==> config.mk <==
export PLATFORM = sky130hd
export DESIGN_NAME = execute_stage
export DESIGN_NICKNAME = d
export VERILOG_FILES = /design/src/rtl/execute_stage_pkg.sv /design/src/rtl/execute_stage_alu.sv /design/src/rtl/execute_stage.sv
export SDC_FILE = /design/constraint.sdc
export NUM_CORES = 1
export LEC_CHECK = 0
export ABC_CLOCK_PERIOD_IN_PS = 5150
export CAP_MARGIN = 20
export CORE_AREA = 2 2 150 115
export DETAILED_ROUTE_END_ITERATION = 8
export DIE_AREA = 0 0 152 117
export GPL_TIMING_DRIVEN = 0
export PLACE_DENSITY = 0.83
export SLEW_MARGIN = 20
export SYNTH_ARGS = -nofsm -noshare
export SYNTH_HDL_FRONTEND = slang
export SYNTH_SLANG_ARGS = --single-unit
==> constraint.sdc <==
create_clock -name EXST_CLK -period 5.15 [get_ports EXST_CLK]
set_input_delay 1.545 -clock EXST_CLK [delete_from_list [all_inputs] [get_ports EXST_CLK]]
set_output_delay 1.545 -clock EXST_CLK [all_outputs]
set_load 0.01 [all_outputs]
==> src/rtl/execute_stage_pkg.sv <==
// Shared constants and types for the MIPS execute stage: ALU opcodes,
// forward-select codes and the memory-stage control bundle.
package execute_stage_pkg;

   localparam logic [2:0] ALU_AND = 3'b000;
   localparam logic [2:0] ALU_OR  = 3'b001;
   localparam logic [2:0] ALU_ADD = 3'b010;
   localparam logic [2:0] ALU_SUB = 3'b110;
   localparam logic [2:0] ALU_SLT = 3'b111;

   localparam logic [1:0] FWD_RF  = 2'b00;
   localparam logic [1:0] FWD_WB  = 2'b01;
   localparam logic [1:0] FWD_MEM = 2'b10;

   typedef struct packed {
      logic reg_write;
      logic mem_write;
      logic mem_to_reg;
   } mem_ctrl_t;

endpackage

==> src/rtl/execute_stage_alu.sv <==
// Combinational ALU of the execute stage; all arithmetic wraps modulo 2^WIDTH.
module exec_alu
   import execute_stage_pkg::*;
#(
   parameter int WIDTH = 32
) (
   input  logic signed [WIDTH-1:0] src_a,
   input  logic signed [WIDTH-1:0] src_b,
   input  logic        [2:0]       alu_control,
   output logic signed [WIDTH-1:0] alu_result
);

   // Signed compare on the operands themselves, so a subtraction overflow
   // cannot flip the answer.
   function automatic logic signed_less(input logic signed [WIDTH-1:0] a,
                                        input logic signed [WIDTH-1:0] b);
      return a < b;
   endfunction

   always_comb begin
      alu_result = '0;
      case (alu_control)
         ALU_AND: alu_result = src_a & src_b;
         ALU_OR:  alu_result = src_a | src_b;
         ALU_ADD: alu_result = src_a + src_b;
         ALU_SUB: alu_result = src_a - src_b;
         ALU_SLT: alu_result = {{(WIDTH-1){1'b0}}, signed_less(src_a, src_b)};
         default: alu_result = '0;
      endcase
   end

endmodule

==> src/rtl/execute_stage.sv <==
// Execute stage of the five-stage MIPS pipeline: operand forwarding, ALU,
// destination select and the EX/MEM pipeline register.
module execute_stage
   import execute_stage_pkg::*;
#(
   parameter int WIDTH = 32
) (
   input  logic             EXST_CLK,
   input  logic             EXST_RST,
   input  logic [WIDTH-1:0] EXST_RD1E,
   input  logic [WIDTH-1:0] EXST_RD2E,
   input  logic [4:0]       EXST_RtE,
   input  logic [4:0]       EXST_RdE,
   input  logic [WIDTH-1:0] EXST_SignImmE,
   input  logic             EXST_RegWriteE,
   input  logic             EXST_MemWriteE,
   input  logic             EXST_MemToRegE,
   input  logic [2:0]       EXST_ALuControlE,
   input  logic             EXST_AluSrcE,
   input  logic             EXST_RegDstE,
   input  logic [1:0]       EXST_ForwardAE,
   input  logic [1:0]       EXST_ForwardBE,
   input  logic [WIDTH-1:0] EXST_ResultW,
   output logic [4:0]       EXST_WriteRegE,
   output logic [WIDTH-1:0] EXST_ALUOutM,
   output logic [WIDTH-1:0] EXST_WriteDataM,
   output logic [4:0]       EXST_WriteRegM,
   output logic             EXST_RegWriteM,
   output logic             EXST_MemWriteM,
   output logic             EXST_MemToRegM
);

   // Select code 11 is unused by the hazard unit and falls back to the register file.
   function automatic logic signed [WIDTH-1:0] fwd_pick(
      input logic        [1:0]       sel,
      input logic signed [WIDTH-1:0] rf_val,
      input logic signed [WIDTH-1:0] wb_val,
      input logic signed [WIDTH-1:0] mem_val);
      case (sel)
         FWD_WB:  return wb_val;
         FWD_MEM: return mem_val;
         default: return rf_val;
      endcase
   endfunction

   logic signed [WIDTH-1:0] src_a_p0;
   logic signed [WIDTH-1:0] fwd_b_p0;
   logic signed [WIDTH-1:0] src_b_p0;
   logic signed [WIDTH-1:0] alu_res_p0;
   logic        [4:0]       write_reg_p0;
   mem_ctrl_t               ctrl_p0;

   logic signed [WIDTH-1:0] alu_out_p1;
   logic signed [WIDTH-1:0] write_data_p1;
   logic        [4:0]       write_reg_p1;
   mem_ctrl_t               ctrl_p1;

   // ---- execute (p0): forwarding, operand select, ALU, destination ----
   assign src_a_p0 = fwd_pick(EXST_ForwardAE, EXST_RD1E, EXST_ResultW, alu_out_p1);
   assign fwd_b_p0 = fwd_pick(EXST_ForwardBE, EXST_RD2E, EXST_ResultW, alu_out_p1);
   assign src_b_p0 = EXST_AluSrcE ? $signed(EXST_SignImmE) : fwd_b_p0;

   assign write_reg_p0 = EXST_RegDstE ? EXST_RdE : EXST_RtE;

   assign ctrl_p0.reg_write  = EXST_RegWriteE;
   assign ctrl_p0.mem_write  = EXST_MemWriteE;
   assign ctrl_p0.mem_to_reg = EXST_MemToRegE;

   exec_alu #(
      .WIDTH(WIDTH)
   ) u_alu (
      .src_a      (src_a_p0),
      .src_b      (src_b_p0),
      .alu_control(EXST_ALuControlE),
      .alu_result (alu_res_p0)
   );

   // ---- EX/MEM register (p1): no enable, bubbles arrive as zeroed control ----
   always_ff @(posedge EXST_CLK or posedge EXST_RST) begin
      if (EXST_RST) begin
         alu_out_p1    <= '0;
         write_data_p1 <= '0;
         write_reg_p1  <= '0;
         ctrl_p1       <= '0;
      end else begin
         alu_out_p1    <= alu_res_p0;
         write_data_p1 <= fwd_b_p0;
         write_reg_p1  <= write_reg_p0;
         ctrl_p1       <= ctrl_p0;
      end
   end

   assign EXST_WriteRegE  = write_reg_p0;
   assign EXST_ALUOutM    = alu_out_p1;
   assign EXST_WriteDataM = write_data_p1;
   assign EXST_WriteRegM  = write_reg_p1;
   assign EXST_RegWriteM  = ctrl_p1.reg_write;
   assign EXST_MemWriteM  = ctrl_p1.mem_write;
   assign EXST_MemToRegM  = ctrl_p1.mem_to_reg;

endmodule

# Word-level counts from Yosys, hierarchy flattened
# Index checks and enable logic that the tools add are counted.
# word_totals
register_bits	72
inputBits	152
output_inout_bits	77
# op_classes
bitwise	2
add_sub_neg	2
magnitude_cmp	1
eq_ne	8
n_reduce_logical	1
muxes	5
# ops
operator	n
$pmux 32 s5	1
$pmux 32 s2	2
$add 32x32->32	1
$and 32x32->32	1
$lt 32x32->1	1
$mux 32	1
$or 32x32->32	1
$sub 32x32->32	1
$eq 3x3->1 const B	2
$mux 5	1
$eq 2x1->1 const B	2
$eq 2x2->1 const B	2
$eq 3x1->1 const B	1
$eq 3x2->1 const B	1
$logic_not 3->1	1

# Longest topological paths before layout
# logic_depth
ltp_word	5
depth_mapped	20
depth_no_buf	19

# By module
# From an unflattened synthesis, not the netlist that was laid out.
# unflattened
cells_unflattened	1097
area_unflattened_um2	8695.8
# modules_own_cells
module	area_each_um2	seq_area_each_um2	n_inst	cells_each
exec_alu	4733.3	0.0	1	722
execute_stage	3962.6	1801.7	1	375

# Worst setup path after synthesis
# No wires, ideal clock.
# synth_timing
path_kind	input to register
from	input port EXST_ForwardBE[0]
to	register alu_out_p1[30], in the netlist EXST_ALUOutM[30]
path_buffers	2
path_stages	19
t_required_ns	5.004
setup_ns	0.146
arrival_ns	5.388
path_slack_ns	-0.383
cell_sequence	inv_1 ha_1 clkbuf_1 buf_1 a21oi_1 o21ai_0 ha_1 inv_1 fa_1 nor2b_1 o21ba_4 o311ai_2 a311oi_4 o31ai_2 o311ai_2 o41ai_1 nor2_1 xnor2_1 o221ai_1
# synth_via
elab_chain_len	5
# synth_rtl
element	line	source
from (decl)	execute_stage.sv:22	input logic [1:0] EXST_ForwardBE,
$eq 2x2->1 / $eq 2x1->1 (equally long branches)	execute_stage.sv:39	case (sel)
$pmux 32 s2 (*)	execute_stage.sv:39	
$mux 32 (*)	execute_stage.sv:61	assign src_b_p0 = EXST_AluSrcE ? $signed(EXST_SignImmE) : fwd_b_p0;
$sub 32x32->32 (tied with other cells)	execute_stage_alu.sv:26	ALU_SUB: alu_result = src_a - src_b;
$pmux 32 s5 (*)	execute_stage_alu.sv:22	case (alu_control)
named net alu_res_p0[30]	execute_stage.sv:49	logic signed [WIDTH-1:0] alu_res_p0;
to (signal assigned)	execute_stage.sv:86	alu_out_p1 <= alu_res_p0;
to (decl)	execute_stage.sv:53	logic signed [WIDTH-1:0] alu_out_p1;
# The timed path passes the listed nets; every way through them passes the cells marked *.

# Final worst setup path
# layout_timing
from	input port EXST_ForwardBE[1]
to	register alu_out_p1[20], in the netlist EXST_ALUOutM[20]
# Same word-level chain as after synthesis.

==> metrics <==
status complete, but fails checks; failing checks negative setup slack; CP Capture Type flip-flop; die height ~120 um; CTS buffer count 9; Clock power frac 20.4%; nets@finish between 1.5k and 2k; Layout Skew 0.0102 ns; die width 152 um; worst slew pin tran between 0.9 and 1 ns; row count 41; switch share a little over two fifths; R2R Path Start EXST_ALUOutM[9]; IO Pins around 230; grt met1 use 54.2%; complex-gate fraction of the synthesized area between 30% and 40%; Leak 5.29 nW; r2r setup slk 1.21 ns; Synth async-reset ratio 100%; WS Path Type input pin to flip-flop; Slew Viols, Final 0; GR Util met2 56.6%; Skew-Pair Late Insertion Delay 0.36 ns; # setup viols final 2; Hold Crit Class flip-flop to flip-flop; worst path cell trace buf_8, ha_4, buf_8, buf_8, nor2_1, a21oi_1, o21ai_1, ha_1, nor2b_1, o21ai_0, a21oi_1, a311oi_4, buf_4, nor2_2, or4_4, a221oi_4, o22ai_2, xnor2_1, o221ai_1; Syn Nets around 1.4k; largest net degree at the start of global routing 51; Hold WS ~0.67 ns; timing-limited maximum frequency 194 MHz; fraction of layout instances using a drive strength above 1 between 10% and 20%; Starting Density roughly half; DR pass1 iterations 5; Worst Path Arrival roughly 5.4 ns; most used cell, CP buf_8; antenna-violating nets left 0; GPL Wtd Cong ~0.95; Worst setup SP type input pin; Adder-Cell Fraction of Synth Area about 16%; CP peak stage delay approximately 0.46 ns; Rel. slew slack 37.5%; R2R Path End EXST_ALUOutM[31]; Worst Hold End EXST_WriteDataM[21]; sw power between 1 and 1.5 mW; hold wc startpoint EXST_ALUOutM[21]; global-route track usage on met3 ~11%; combinational share of power between 50% and 60%; Hold-fix buffers, CTS 0; die area approximately 0.018 sq mm; initial antenna violation count 0; Fin. Hold Viols 0; Global Route Usage Sum a little under two fifths; final worst slack -0.0121 ns; CTS tree built; P_int 1.74 mW; busiest grt layer met2; Ys Warns 0; H-tree depth 3; worst hold path cell count 4; Via density just over 6; global-route wire length before repair ~52000 um; total wire length 35700 um; unrepaired setup endpoints after global routing yes; Peak VDD IR 0.164 mV; number of max-cap violations 0; Post-Syn Instances approximately 1.1k; main combinational cell family by area after synthesis compound AO/OA/AOI/OAI gates; vias in the first global route just under 9k; CTS root buf clkbuf_16; EDFF count, synth 0; diodes inserted 0; Power Density roughly 260 mW/mm^2; wire per inst roughly 23 um; Layout area overhead 47.9%; Top FF cell, synth dfrtp_1; PortBufs roughly 230; post-synthesis xor/xnor area fraction 3.04%; initial DRC count 1014; Post-DP HPWL 26600 um; syn_area_per_cell ~7.4 sq um; Final Power approximately 3 mW; Reg power frac between 20% and 30%; R2R cell count 14; Yosys reg bits a little over 70; final cycle utilization of the critical path 100%; Overflow after GRT 0; cell area after synthesis ~0.0081 sq mm; Crit-path slowest cell o21ai_1; Core Region approximately 0.016 sq mm; CP required roughly 5.3 ns; Max FO, Critical Path 10; # fillers ~1.2k; Seq/Total Area, Yosys roughly 22%; TritonCTS Sinks 72; DRC violations left 0; Unique masters post-synth 64; mux cell area share after synthesis under 10%; clock-pin transition on the worst setup and hold timing paths around 0.06 ns; min Tclk post-route 5.16 ns; Max clock buf depth 2; simple-gate share of the synthesized area between 15 and 20%; via count a little under 10k
==> timing repair <==
action | in CTS | in global routing
gates resized for setup | 139 | 107
endpoints found under the hold margin | 0 | 0
pin swaps | 24 | 42
cloned | 1 | 1
endpoints found under the setup margin | 26 | 13
setup buffers | 15 | 15
==> worst max-delay path, delay by kind of cell <==
kind                     cells  cell delay (ns)
buffers and inverters        4             0.55
adder cells (fa/ha/maj)      2             0.65
XOR/XNOR                     1             0.16
AND/OR/NAND/NOR              4             0.79
AO/OA/AOI/OAI                8             1.67
==> sequential cells by signal, summed over array words and instances, names as in the netlist <==
name	count
EXST_RegWriteM	1
EXST_MemWriteM	1
EXST_ALUOutM	32
EXST_WriteDataM	32
EXST_WriteRegM	5
EXST_MemToRegM	1
==> power by group through the flow <==
stage | clock network [mW] | registers, mW | logic (mW)
floorplan | 0 | 0.727 | 0.849
global placement | 0 | 0.707 | 1.44
detailed placement | 0 | 0.707 | 1.45
CTS | 0.620 | 0.697 | 1.56
global route | 0.646 | 0.707 | 1.85
finish | 0.623 | 0.706 | 1.73
==> worst max-delay path by stage <==
stage / from / cells after the start / slack [ns] / end
after floorplan: EXST_ForwardBE[0] / 20 / -0.02 / EXST_ALUOutM[30]
after CTS: EXST_ForwardAE[0] / 21 / 0.01 / EXST_ALUOutM[28]
final: EXST_ForwardBE[1] / 19 / -0.01 / EXST_ALUOutM[20]
after global placement: EXST_ForwardAE[0] / 18 / -1.74 / EXST_ALUOutM[29]
after detailed placement: EXST_ForwardAE[0] / 18 / -1.79 / EXST_ALUOutM[29]
after global routing: EXST_AluSrcE / 15 / -0.23 / EXST_ALUOutM[27]
==> cells in the mapped netlist, drive strengths merged (3+ instances only) <==
cell,instances,share of area (%)
or4,4,0.37
a211oi,4,0.37
or3,9,0.70
o31ai,9,0.90
o221ai,15,1.6
nand2b,9,0.70
nand2,109,5.1
o22ai,11,0.85
o21a,20,1.9
a31oi,12,0.93
nor3b,3,0.28
dfrtp,72,22
nand4,7,0.54
a2111oi,4,0.43
mux2i,4,0.50
nor2b,10,0.78
nor2,94,4.4
nand3,20,1.2
mux2,5,0.70
a21o,14,1.3
ha,103,16
buf,12,0.70
o21bai,9,0.84
nor3,14,0.87
o211ai,11,1.0
xnor2,22,2.4
o21ai,91,5.6
a22oi,70,6.5
a21oi,98,6.1
inv,132,6.1
xor2,6,0.65
clkbuf,54,2.5
==> kinds of logic after synthesis <==
logic type               count (synthesis)
AO/OA/AOI/OAI                          396
XOR/XNOR                                28
adder cells (fa/ha/maj)                105
buffers and inverters                  198
flip-flops                              72
multiplexers                             9
AND/OR/NAND/NOR                        285
==> through the flow <==
| step | instances | utilization [%] | worst slack (ns) | setup TNS [ns] | cell area (sq um) |
|---|---|---|---|---|---|
| 4_1_cts | 1562 | 69.3 | 0.0142 | 0 | 11400 |
| 3_5_place_dp | 1536 | 64.7 | -1.79 | -28.53 | 10700 |
| 6_report | 1576 | 72.4 | -0.0121 | -0.0192 | 11900 |
| 5_1_grt | 1576 | 72.4 | -0.234 | -1.24 | 11900 |
| 2_1_floorplan | 1093 | - | -0.0219 | -0.0219 | 8090 |
| 3_3_place_gp | 1535 | 64.6 | -1.74 | -27.16 | 10600 |
==> cell type report <==
type	count	area (sq um)	area share, %
Buffer	59	427	3.58
Clock buffer	10	229	1.92
Clock inverter	6	43.8	0.367
Inverter	132	503	4.22
Multi-Input combinational cell	823	6070	50.9
Sequential cell	72	1800	15.1
Tap cell	215	269	2.26
Timing Repair Buffer	259	2580	21.6
==> cells in the final DEF, fill, tap and decap left out, types with 7 or more instances in the layout <==
| cell type | count |
|---|---|
| nor2b_1 | 9 |
| buf_2 | 7 |
| xnor2_1 | 22 |
| ha_1 | 86 |
| o22ai_1 | 9 |
| dfrtp_1 | 72 |
| nand4_1 | 7 |
| o21bai_1 | 9 |
| o21ai_1 | 10 |
| a22oi_1 | 65 |
| clkbuf_1 | 25 |
| inv_1 | 125 |
| nand3_1 | 20 |
| buf_6 | 8 |
| or3_1 | 8 |
| nand2_1 | 109 |
| nand2b_1 | 9 |
| a21oi_2 | 7 |
| a21o_1 | 14 |
| a31oi_1 | 12 |
| o21ai_0 | 62 |
| ha_4 | 12 |
| o21ai_2 | 14 |
| a21oi_1 | 90 |
| buf_8 | 8 |
| clkbuf_16 | 10 |
| nor2_1 | 89 |
| o21a_1 | 18 |
| clkdlybuf4s50_1 | 222 |
| o221ai_1 | 15 |
| nor3_1 | 11 |
| o211ai_1 | 11 |
| buf_4 | 27 |
==> per-layer routing <==
metal	vias to the layer above	share of wire, %	routed length, um
li1	4356	-	-
met2	728	42	15100
met5	-	0	0
met1	4643	43	15200
met3	78	13	4620
met4	0	2.3	835
Note: power is estimated with default switching activity, not from simulation.
